### config.mk
export PLATFORM = sky130hd
export DESIGN_NAME = fetch_unit
export DESIGN_NICKNAME = d
export VERILOG_FILES = /design/src/rtl/fetch_unit.sv
export SDC_FILE = /design/constraint.sdc
export NUM_CORES = 1
export LEC_CHECK = 0
export CAP_MARGIN = 15
export CORE_MARGIN = 2
export CORE_UTILIZATION = 34
export DETAILED_ROUTE_END_ITERATION = 8
export GPL_TIMING_DRIVEN = 0
export SYNTH_ARGS = -nofsm -noshare
export SYNTH_HDL_FRONTEND = slang
export SYNTH_SLANG_ARGS = --single-unit
### constraint.sdc
create_clock -name i_clk -period 6.24 [get_ports i_clk]
set_clock_uncertainty 0.1 [all_clocks]
set_input_delay 1.872 -clock i_clk [delete_from_list [all_inputs] [get_ports i_clk]]
set_output_delay 1.872 -clock i_clk [all_outputs]
set_load 0.02 [all_outputs]
### src/rtl/fetch_unit.sv
// Instruction fetch unit: issues instruction-memory requests, holds the fetched
// word for decode, computes the next PC on consume, and counts retired words.
//
// state | meaning
// ------+------------------------------------------------------------------
// IDLE  | post-reset; no request, moves to FETCH on the next clock
// FETCH | o_imReq held at o_pc until i_imAck, data captured on the ack edge
// VALID | o_instr presented to decode; held while i_stall, consumed otherwise
// FAULT | bad redirect seen on consume; sticky until reset
module fetch_unit #(
    parameter logic [63:0] RESET_PC = 64'h0,
    parameter int unsigned CNT_W    = 32
) (
    input  logic             i_clk,
    input  logic             i_rst,
    input  logic             i_stall,
    input  logic [1:0]       i_PCSrc,
    input  logic [63:0]      i_seuImm,
    input  logic [63:0]      i_regTarget,
    output logic [63:0]      o_imAddr,
    output logic             o_imReq,
    input  logic             i_imAck,
    input  logic [31:0]      i_imData,
    output logic [31:0]      o_instr,
    output logic             o_instrValid,
    output logic [10:0]      o_opCode,
    output logic [3:0]       o_bCond,
    output logic [4:0]       o_rn,
    output logic [4:0]       o_rm,
    output logic [4:0]       o_rd,
    output logic [63:0]      o_pc,
    output logic             o_fault,
    output logic [CNT_W-1:0] o_retired
);

    typedef enum logic [1:0] {
        ST_IDLE  = 2'd0,
        ST_FETCH = 2'd1,
        ST_VALID = 2'd2,
        ST_FAULT = 2'd3
    } state_t;

    state_t           state_q;
    state_t           state_d;
    logic [63:0]      pc_q;
    logic [31:0]      instr_q;
    logic [CNT_W-1:0] retired_q;
    logic [63:0]      target;
    logic             bad_redirect;
    logic             consume;

    // State register; reset wins over every other event, including FAULT.
    always_ff @(posedge i_clk) begin
        if (i_rst) begin
            state_q <= ST_IDLE;
        end else begin
            state_q <= state_d;
        end
    end

    // Next-PC target, redirect validity, next state and status outputs.
    always_comb begin
        target       = pc_q + 64'd4;
        bad_redirect = 1'b0;
        state_d      = state_q;
        o_imReq      = 1'b0;
        o_instrValid = 1'b0;
        o_fault      = 1'b0;

        case (i_PCSrc)
            2'd0:    target = pc_q + 64'd4;
            2'd1:    target = pc_q + (i_seuImm << 2);
            2'd2:    target = i_regTarget;
            default: begin
                target       = pc_q;
                bad_redirect = 1'b1;
            end
        endcase
        if (target[1:0] != 2'b00) begin
            bad_redirect = 1'b1;
        end

        consume = (state_q == ST_VALID) && !i_stall;

        case (state_q)
            ST_IDLE: begin
                state_d = ST_FETCH;
            end
            ST_FETCH: begin
                o_imReq = 1'b1;
                if (i_imAck) begin
                    state_d = ST_VALID;
                end
            end
            ST_VALID: begin
                o_instrValid = 1'b1;
                if (consume) begin
                    state_d = bad_redirect ? ST_FAULT : ST_FETCH;
                end
            end
            default: begin
                o_fault = 1'b1;
            end
        endcase
    end

    // Datapath: capture on ack, advance PC and retire count on consume.
    always_ff @(posedge i_clk) begin
        if (i_rst) begin
            pc_q      <= RESET_PC;
            instr_q   <= 32'h0;
            retired_q <= '0;
        end else begin
            if ((state_q == ST_FETCH) && i_imAck) begin
                instr_q <= i_imData;
            end
            if (consume) begin
                retired_q <= retired_q + CNT_W'(1);
                if (!bad_redirect) begin
                    pc_q <= target;
                end
            end
        end
    end

    assign o_imAddr  = pc_q;
    assign o_pc      = pc_q;
    assign o_instr   = instr_q;
    assign o_opCode  = instr_q[31:21];
    assign o_bCond   = instr_q[3:0];
    assign o_rn      = instr_q[9:5];
    assign o_rm      = instr_q[20:16];
    assign o_rd      = instr_q[4:0];
    assign o_retired = retired_q;

endmodule
==> results.toml <==
[outcome]
status = "completed"

[grt]
grt_pass1_vias = 11000
grt_pass1_wl_mm = 65.5
overflow = 0
grtUsageTotal_pct = 27.1
grt_max_degree = 17
antenna_found_initial = 2

[setup_path]
crit_type = "primary input to flip-flop"
path_delay_family = "simple AND/OR/NAND/NOR gates"
critPathSlowestCell = "clkdlybuf4s50_1"
required_ns = 6.51
slowest_delay_ns = 0.70
arrival_ns = 6.27
crit_fanout = 10
path_buf_inv = 2
end_kind = "flip-flop"
critPathLaunchType = "primary input"
path_cells = "clkdlybuf4s50_1 > nor2b_4 > clkbuf_1 > nand2_1 > fa_1 > nor2b_2 > o311a_4 > o21ai_4 > a211oi_4 > o2111ai_1 > and3b_4 > o31a_1 > or3b_1 > nand3_1"

[clock_tree]
cts-root-buf = "clkbuf_16"
clock_sinks = 130
ctsLongestPathBuffers = 2
clk_pin_slew_worst_paths_ns = 0.07
cts_tree = "yes"
numCtsBuffers = 17
clock_latency_ns = 0.44
cts_max_level = 4

[floorplan]
chipWidth_um = 179
die-area_mm2 = 0.0320
start_util_pct = 34.3
io_pins = 391
fp.dieH_um = 179
core_area_mm2 = 0.0303
row_count = 64

[flow_run]
maxCapViolations = 0

[drt]
firstDrtPassIters = 5
drc = 0
routed_wl_mm = 45.1
dr_total_vias = 11700
ant_nets = 0
vias_per_cell = 5.28
wl_per_cell_um = 20.3
drtIter0Drc = 748

[power]
vdd_drop_max_v = 0.000155
p_seq_share_pct = 35.3
leakage_nw = 5.98
swShare_pct = 30.9
p_switching_w = 0.000769
pwr-share-comb_pct = 21.6
p_per_area_mw_per_mm2 = 162
power.internal_w = 0.00172
clkPwrFrac_pct = 43.1

[finish]
design_area_mm2 = 0.0154
finalNonFillerCells = 2222
drive_gt1_share_pct = 9.55
post-route-util_pct = 50.7
final_net_count = 2042
areaGrowthSynthToFinish_pct = 48.1

[sta]
fin_crit_sh_pct = 96.1
hold_viol_final = 0
tns_ns = 0
worst_slew_pin_slew_ns = 0.970
fin_ws_ns = 0.246
setup_viol = 0
slew_headroom_pct = 35.3
rsz0062_at_grt = "no"
fin_crit_ns = 5.99
max_freq_mhz = 167
drv_slew = 0

[placement]
place_ws_ns = -0.739
gp_congestion = 0.959
placed_cell_area_mm2 = 0.0148
place_hpwl_mm = 35.6
dpl.cell_count = 2185
port_buffers = 387

[synthesis]
seq_area_frac_synth_pct = 25.0
synth_area_mm2 = 0.0104
ys_seq_elements = 130
yosysUniqueCellTypes = 87
synth_edf_count = 0
syn_nets = 1635
synthArstFlopShare_pct = 0
syn_avg_cell_area_um2 = 7.42
ys_warn_count = 0
ys.flop_type = "dfxtp_1"
syn_inst = 1402

[min_path]
hold_path_class = "flip-flop to flip-flop"
-- flip-flops by register name, indices dropped and copies added, names as in the netlist --
| register | cells |
|---|---|
| o_instr | 32 |
| state_q | 2 |
| o_imAddr | 64 |
| o_retired | 32 |
-- cells in the mapped netlist (all sizes together), types with 29 or more instances --
library cell | count | area (µm²)
nand3 | 46 | 230
nand2 | 164 | 618
ha | 66 | 826
inv | 29 | 109
a21oi | 163 | 820
xor2 | 38 | 333
buf | 113 | 796
nor2 | 106 | 408
and2 | 63 | 397
clkbuf | 55 | 236
dfxtp | 130 | 2600
o21ai | 107 | 551
-- worst paths after layout --
check             slack, ns  depth (start not counted)   startpoint      endpoint
hold reg to reg        0.36                          2  o_instr[12]   o_instr[12]
setup reg to reg       2.64                         12  o_imAddr[2]  o_imAddr[62]
hold / removal         0.36                          2  o_instr[12]   o_instr[12]
setup / recovery       0.25                         14   i_PCSrc[0]  o_imAddr[62]
-- kinds of logic after synthesis --
kind of cell,synth area share (%)
AOI/OAI and AO/OA,26.6
xor gates and xnor gates,5.47
adders and majority gates,8.13
buffers and inverters,11.0
DFF,25.0
muxes,0.385
and+or+nand+nor,23.4
-- cells in the final DEF, fill, tap and decap left out, types with 46 or more instances in the layout --
master	count
clkdlybuf4s50_1	386
nand2_1	163
a21oi_1	162
dfxtp_1	130
nor2_1	104
buf_4	98
o21ai_0	90
ha_1	66
and2_1	62
clkbuf_1	52
nand3_1	46
-- power groups by stage --
stage	combinational, W	sequential [W]	clock, W
global placement	0.000531	0.000898	0
CTS	0.000536	0.000880	0.00108
global route	0.000578	0.000884	0.00111
finish	0.000538	0.000880	0.00107
floorplan	0.000238	0.000918	0
detailed placement	0.000533	0.000899	0
-- worst min-delay path, stage by stage (launching register included) --
cell     delay (ns)
dfxtp_1        0.31
nand2_1        0.05
a21oi_1        0.05
-- repair_timing --
action,in CTS,in global routing
pin swaps,0,0
resized for setup,2,1
endpoints found under the setup margin,14,7
setup buffers,0,2
hold buffers,0,0
-- per-layer routing --
layer / global-route usage (%) / vias up / wire (µm)
li1: - / 5750 / -
met4: 7.99 / 0 / 1060
met2: 43.2 / 401 / 20800
met3: 4.66 / 45 / 2920
met1: 37.3 / 5528 / 20400
met5: 0 / - / 0
-- layout make-up --
class,count,area [µm²]
Tap cell,396,495
Timing Repair Buffer,389,3890
Inverter,29,109
Multi-Input combinational cell,1075,6660
Clock inverter,14,169
Fill cell,3043,15000
Sequential cell,130,2600
Buffer,167,1030
Antenna cell,4,10.0
Clock buffer,18,429
-- per-stage QoR --
| stage | hold slack [ns] | total power (W) |
|---|---|---|
| 5_1_grt | 0.384 | 0.00257 |
| 2_1_floorplan | 0.412 | 0.00116 |
| 3_5_place_dp | 0.350 | 0.00143 |
| 6_report | 0.359 | 0.00249 |
| 3_3_place_gp | 0.342 | 0.00143 |
| 4_1_cts | 0.360 | 0.00250 |
No activity file was read; power rests on OpenSTA's default activity.
